===== config.mk =====
export PLATFORM = sky130hd
export DESIGN_NAME = spi_sram_ctrl
export DESIGN_NICKNAME = d
export VERILOG_FILES = /design/src/rtl/spi_sram_ctrl.sv
export SDC_FILE = /design/constraint.sdc
export NUM_CORES = 1
export LEC_CHECK = 0
export ABC_AREA = 1
export CAP_MARGIN = 20
export CORE_MARGIN = 2
export CORE_UTILIZATION = 45
export CTS_BUF_LIST = sky130_fd_sc_hd__clkbuf_4
export DETAILED_ROUTE_END_ITERATION = 12
export HOLD_SLACK_MARGIN = 0.12
export PLACE_DENSITY_LB_ADDON = 0.15
export SYNTH_ARGS = -nofsm -noshare
export SYNTH_HDL_FRONTEND = slang
export SYNTH_SLANG_ARGS = --single-unit

===== constraint.sdc =====
create_clock -name sck -period 1.9 [get_ports sck]
set_clock_uncertainty 0.2 [all_clocks]
set_input_delay 0.38 -clock sck [delete_from_list [all_inputs] [get_ports sck]]
set_output_delay 0.38 -clock sck [all_outputs]
set_load 0.01 [all_outputs]

===== src/rtl/spi_sram_ctrl.sv =====
// SPI SRAM command sequencer: decodes instruction/address/data phases on sdi,
// drives SRAM strobes and streams read data out on sdo (byte, sequential, page modes).
module spi_sram_ctrl #(
  parameter int ADDR_W = 8,
  parameter int DATA_W = 8,
  parameter int PAGE_W = 5
) (
  input  logic              sck,
  input  logic              rst,
  input  logic              cs_n,
  input  logic              sdi,
  output logic              sdo,
  output logic              sdo_oe,
  output logic              lA,
  output logic              dA,
  output logic [ADDR_W-1:0] mem_addr,
  output logic [DATA_W-1:0] mem_wdata,
  output logic              mem_we,
  output logic              mem_re,
  input  logic [DATA_W-1:0] mem_rdata,
  output logic              busy,
  output logic              err
);

  typedef enum logic [3:0] {
    IDLE, INSTR, ADDR, WDATA, RTURN, RDATA, RDSR, WRSR, DONE, ILLEGAL
  } state_t;

  localparam int SR_W  = (ADDR_W > DATA_W) ? ADDR_W : DATA_W;
  localparam int CNT_W = $clog2(SR_W + 1);

  localparam logic [DATA_W-1:0] OP_WRSR  = DATA_W'(8'h01);
  localparam logic [DATA_W-1:0] OP_WRITE = DATA_W'(8'h02);
  localparam logic [DATA_W-1:0] OP_READ  = DATA_W'(8'h03);
  localparam logic [DATA_W-1:0] OP_RDSR  = DATA_W'(8'h05);

  state_t            state;
  logic [CNT_W-1:0]  bit_cnt;
  logic [1:0]        mode;
  logic [SR_W-2:0]   in_sr;
  logic [DATA_W-1:0] sdo_sr;
  logic              is_read;
  logic              status_rd;

  logic [DATA_W-1:0] byte_in;
  logic [ADDR_W-1:0] addr_in;
  logic [DATA_W-1:0] status;
  logic              streaming;

  // Completed words include the bit being sampled on this edge.
  assign byte_in   = {in_sr[DATA_W-2:0], sdi};
  assign addr_in   = {in_sr[ADDR_W-2:0], sdi};
  assign status    = {mode, {(DATA_W-2){1'b0}}};
  assign streaming = (mode == 2'b01) || (mode == 2'b10);
  assign busy      = !cs_n && (state != IDLE) && (state != DONE);

  // Page mode keeps the upper address bits and wraps only inside the page.
  function automatic logic [ADDR_W-1:0] next_addr(input logic [ADDR_W-1:0] a,
                                                  input logic [1:0] m);
    logic [PAGE_W-1:0] low;
    low = a[PAGE_W-1:0] + PAGE_W'(1);
    if (m == 2'b10) return {a[ADDR_W-1:PAGE_W], low};
    return a + ADDR_W'(1);
  endfunction

  always_ff @(posedge sck) begin
    if (rst) begin
      state     <= IDLE;
      bit_cnt   <= '0;
      mode      <= 2'b00;
      in_sr     <= '0;
      sdo_sr    <= '0;
      is_read   <= 1'b0;
      status_rd <= 1'b0;
      sdo       <= 1'b0;
      sdo_oe    <= 1'b0;
      lA        <= 1'b0;
      dA        <= 1'b0;
      mem_we    <= 1'b0;
      mem_re    <= 1'b0;
      err       <= 1'b0;
      mem_addr  <= '0;
      mem_wdata <= '0;
    end else begin
      lA     <= 1'b0;
      dA     <= 1'b0;
      mem_we <= 1'b0;
      mem_re <= 1'b0;
      err    <= 1'b0;
      if (cs_n) begin
        state   <= IDLE;
        bit_cnt <= '0;
        sdo     <= 1'b0;
        sdo_oe  <= 1'b0;
      end else begin
        in_sr <= {in_sr[SR_W-3:0], sdi};
        case (state)
          IDLE: begin
            state   <= INSTR;
            bit_cnt <= CNT_W'(1);
          end
          INSTR: begin
            if (bit_cnt == CNT_W'(DATA_W-1)) begin
              bit_cnt <= '0;
              case (byte_in)
                OP_READ:  begin state <= ADDR; is_read <= 1'b1; end
                OP_WRITE: begin state <= ADDR; is_read <= 1'b0; end
                OP_RDSR:  begin state <= RDSR; status_rd <= 1'b1; end
                OP_WRSR:  state <= WRSR;
                default:  begin state <= ILLEGAL; err <= 1'b1; end
              endcase
            end else begin
              bit_cnt <= bit_cnt + CNT_W'(1);
            end
          end
          ADDR: begin
            if (bit_cnt == CNT_W'(ADDR_W-1)) begin
              bit_cnt  <= '0;
              mem_addr <= addr_in;
              lA       <= 1'b1;
              if (is_read) begin
                state     <= RTURN;
                mem_re    <= 1'b1;
                status_rd <= 1'b0;
              end else begin
                state <= WDATA;
              end
            end else begin
              bit_cnt <= bit_cnt + CNT_W'(1);
            end
          end
          WDATA: begin
            // The address advances only after the write strobe has used it.
            if (mem_we && streaming) mem_addr <= next_addr(mem_addr, mode);
            if (bit_cnt == CNT_W'(DATA_W-1)) begin
              bit_cnt   <= '0;
              mem_wdata <= byte_in;
              mem_we    <= 1'b1;
              dA        <= 1'b1;
              if (!streaming) state <= DONE;
            end else begin
              bit_cnt <= bit_cnt + CNT_W'(1);
            end
          end
          RTURN: begin
            state   <= RDATA;
            bit_cnt <= '0;
            sdo     <= mem_rdata[DATA_W-1];
            sdo_sr  <= {mem_rdata[DATA_W-2:0], 1'b0};
            sdo_oe  <= 1'b1;
          end
          RDSR: begin
            state   <= RDATA;
            bit_cnt <= '0;
            sdo     <= status[DATA_W-1];
            sdo_sr  <= {status[DATA_W-2:0], 1'b0};
            sdo_oe  <= 1'b1;
          end
          RDATA: begin
            if (bit_cnt == CNT_W'(DATA_W-1)) begin
              bit_cnt <= '0;
              if (streaming && !status_rd) begin
                sdo    <= mem_rdata[DATA_W-1];
                sdo_sr <= {mem_rdata[DATA_W-2:0], 1'b0};
              end else begin
                state  <= DONE;
                sdo    <= 1'b0;
                sdo_oe <= 1'b0;
              end
            end else begin
              sdo     <= sdo_sr[DATA_W-1];
              sdo_sr  <= {sdo_sr[DATA_W-2:0], 1'b0};
              bit_cnt <= bit_cnt + CNT_W'(1);
              // Fetch the next byte during the bit0 cycle so the stream has no gap.
              if (bit_cnt == CNT_W'(DATA_W-2) && streaming && !status_rd) begin
                mem_addr <= next_addr(mem_addr, mode);
                mem_re   <= 1'b1;
              end
            end
          end
          WRSR: begin
            if (bit_cnt == CNT_W'(DATA_W-1)) begin
              bit_cnt <= '0;
              mode    <= byte_in[DATA_W-1 -: 2];
              state   <= DONE;
            end else begin
              bit_cnt <= bit_cnt + CNT_W'(1);
            end
          end
          default: ;
        endcase
      end
    end
  end

endmodule


==> impl_summary.txt <==
----------------------------------------------------
[Critical path]
  Critical path's slowest cell ... sky130_fd_sc_hd__clkdlybuf4s50_1
  Startpoint Class ... flip-flop
  Crit path arrival time ... 1.28 ns
  Critical Path Fanout Max ... 2
  WP data required ... 1.32 ns
  CP delay by family, top ... buffers and inverters
  CP max stage delay ... 0.52 ns
  Ordered list of cells on the worst path ... clkdlybuf4s50_1
  Start-to-end type of the worst setup path ... flip-flop to output pin
  Buffering stage count on the worst path with inverters included ... 1
  Kind of end point of the critical path ... output pin

[Drt]
  Number of design rule violations left after detail routing ... 0
  Length of the first detailed-routing pass in iterations ... 5
  Post-detailed-routing wire length ... 6290 µm
  Drt initial violations ... 168
  Vias per cell ... 5.05
  Count of nets left with antenna violations after detail routing ... 0
  Detailed-route wire length per cell ... 12.0 µm
  Count of vias placed by the detailed router ... 2653

[Placed design]
  Weighted congestion at the end of routability-driven global placement ... 0.852
  Cells after DPL ... 510
  Cell area after placement ... 3130 µm²
  Post-detail-place hpwl ... 4700 µm
  Count of buffers from port buffering ... 35

[GRT]
  Pin count of the biggest net entering global routing ... 30
  Grt met2 use ... 33.7%
  Global Route met3 Usage ... 4.20%
  Busiest metal layer after global routing ... met2
  Remaining global-route overflow ... 0
  Overall Global Routing Usage ... 21.1%
  Number of global-route vias before repair ... 2374
  Initial antenna violation count ... 0
  Global-route wire length before repair ... 10600 µm
  GR Layer Usage met1 ... 28.1%

[Synthesis]
  Async set or reset register ratio after synthesis ... 0%
  Post-Synthesis Cell Area ... 2540 µm²
  Count of cell types in the netlist ... 28
  Commonest register cell after synthesis ... sky130_fd_sc_hd__dfxtp_1
  Syn Area/Cell ... 6.59 µm²
  Post-synth net total ... 402
  Leading area contributor after synthesis ... sky130_fd_sc_hd__dfxtp_1
  Number of flops mapped to enable cells by yosys ... 0
  Yosys Warn Count ... 0
  Sequential element share of the synthesized area ... 37.8%
  Mapped Cells ... 386
  Area fraction of the dominant cell type after synthesis ... 37.8%
  FF+latch count, synth ... 48
  Most area-consuming cells after synthesis ... sky130_fd_sc_hd__dfxtp_1, sky130_fd_sc_hd__nand2_1, sky130_fd_sc_hd__a21oi_1

[Final layout]
  Area Overhead vs Synth ... 34.3%
  Layout cell share with drive strength beyond 1 ... 21.6%
  Number of nets in the layout ... 468
  Final Instance Area ... 3420 µm²
  Inserted Diodes ... 0
  Post-layout instance count excluding filler cells ... 525

[Pwr]
  Highest ir drop seen on vdd ... 0.370 mV
  Sum of internal, switching and leakage power ... 1.90 mW
  Static Leakage ... 1.63 nW
  Power density relative to cell area ... 556 nW/µm²

[CTS]
  Clk pin slew, worst setup/hold paths ... 0.15 ns
  H-tree levels ... 2
  Number of buffers created by CTS ... 5
  Clock tree from TritonCTS ... built
  Cell chosen for the clock root ... sky130_fd_sc_hd__clkbuf_4
  Max Root-Sink Buffers ... 2
  Source-to-sink clock delay at the later pin of the worst-skew pair ... 0.38 ns
  Sinks on the clock net ... 48

[STA]
  Relative max-transition margin ... 82.2%
  Final max-slew violation count ... 0
  Share of the cycle needed by the critical path after routing ... 97.8%
  RSZ-0062 raised after global routing ... yes
  Final hold violations ... 0
  Final worst hold slack ... 0.275 ns
  Final period demand of the worst path ... 1.86 ns
  Highest achievable clock rate ... 0.538 GHz
  TNS Setup ... 0 ns
  Setup Viol. Count Final ... 0
  Transition time at the pin with the least slew margin ... 0.267 ns

[Floorplan]
  Height of the die ... 79.2 µm
  Starting density of the core ... 46.5%
  Number of top-level pins ... 36
  Core Area ... 5470 µm²
  Width of the die ... 79.2 µm
  Row count ... 27
  Die area ... 6270 µm²

[Flow run]
  Number of maximum-capacitance violations ... 0

[Hold path]
  Path type of the worst min-delay path ... flip-flop to flip-flop

[Run status]
  Run status ... completed

----------------------------------------------------
-- path summary, 6_finish.rpt --
check,slack [ns],from,depth (start not counted),end
worst min-delay path,0.27,sdo_sr[3],2,sdo_sr[3]
worst max-delay path,0.04,mem_addr[0],1,mem_addr[0]
worst min register to register,0.27,sdo_sr[3],2,sdo_sr[3]
worst max register to register,0.12,state[2],10,mem_addr[6]
-- per-stage QoR --
stage | setup WS (ns) | util, %
after detailed placement | -0.142 | 57.3
after global routing | -0.00899 | 62.4
after CTS | 0.00208 | 60.3
after global placement | -0.137 | 57.3
final | 0.0424 | 62.4
after floorplan | 0.0839 | -
-- cell usage after synthesis (6+ instances only) --
library cell	instances
sky130_fd_sc_hd__a21oi_1	41
sky130_fd_sc_hd__dfxtp_1	48
sky130_fd_sc_hd__nand2_2	6
sky130_fd_sc_hd__nand4_1	6
sky130_fd_sc_hd__nand3_1	19
sky130_fd_sc_hd__inv_1	32
sky130_fd_sc_hd__nand2_1	106
sky130_fd_sc_hd__nor2_2	6
sky130_fd_sc_hd__o21ai_0	32
sky130_fd_sc_hd__nor2_1	48
-- what timing repair did --
item | CTS | global route
hold endpoints to repair | 0 | 0
setup buffers | 5 | 2
endpoints found under the setup margin | 24 | 45
pin swaps | 2 | 4
hold buffers | 0 | 0
resized for setup | 21 | 34
-- area by class of cell --
class | count | area, µm²
Clock buffer | 5 | 37.5
Clock inverter | 3 | 46.3
Fill cell | 532 | 2060
Inverter | 35 | 131
Multi-Input combinational cell | 292 | 1460
Sequential cell | 48 | 998
Tap cell | 72 | 90.1
Timing Repair Buffer | 70 | 652
-- flip-flops by register name, summed over array words and instances (netlist names), 2 cells and up --
name,count
mem_addr,8
mem_wdata,8
in_sr,7
sdo_sr,7
bit_cnt,4
state,4
mode,2
-- logic make-up after synthesis --
kind of cell,count (synthesis),share of synthesized area [%]
and+or+nand+nor,206,36.2
AOI/OAI and AO/OA,81,16.2
DFF,48,37.8
buffers and inverters,46,7.57
adders and majority gates,4,1.97
xor gates and xnor gates,1,0.344
-- report_power, final --
group	leakage, nW	internal (mW)	switching (mW)
sequential	0.399	1.02	0.0197
combinational	1.18	0.101	0.127
clock	0.0418	0.281	0.353
-- placed cells by master (no fill, tap or decap), types with 12 or more instances in the layout --
cell and n:
sky130_fd_sc_hd__buf_4 34, sky130_fd_sc_hd__nand3_1 18, sky130_fd_sc_hd__nand2_1 102, sky130_fd_sc_hd__clkdlybuf4s50_1 22
sky130_fd_sc_hd__nor2_1 45, sky130_fd_sc_hd__o21ai_0 32, sky130_fd_sc_hd__a21oi_1 41, sky130_fd_sc_hd__inv_1 30
sky130_fd_sc_hd__dfxtp_2 12, sky130_fd_sc_hd__dfxtp_1 30
-- per-layer routing --
| layer | part of all wire [%] | vias up |
|---|---|---|
| met4 | 1.6 | 0 |
| met1 | 48 | 1192 |
| li1 | - | 1384 |
| met3 | 4.7 | 11 |
| met5 | 0 | - |
| met2 | 46 | 66 |
No activity file was read; power rests on OpenSTA's default activity.
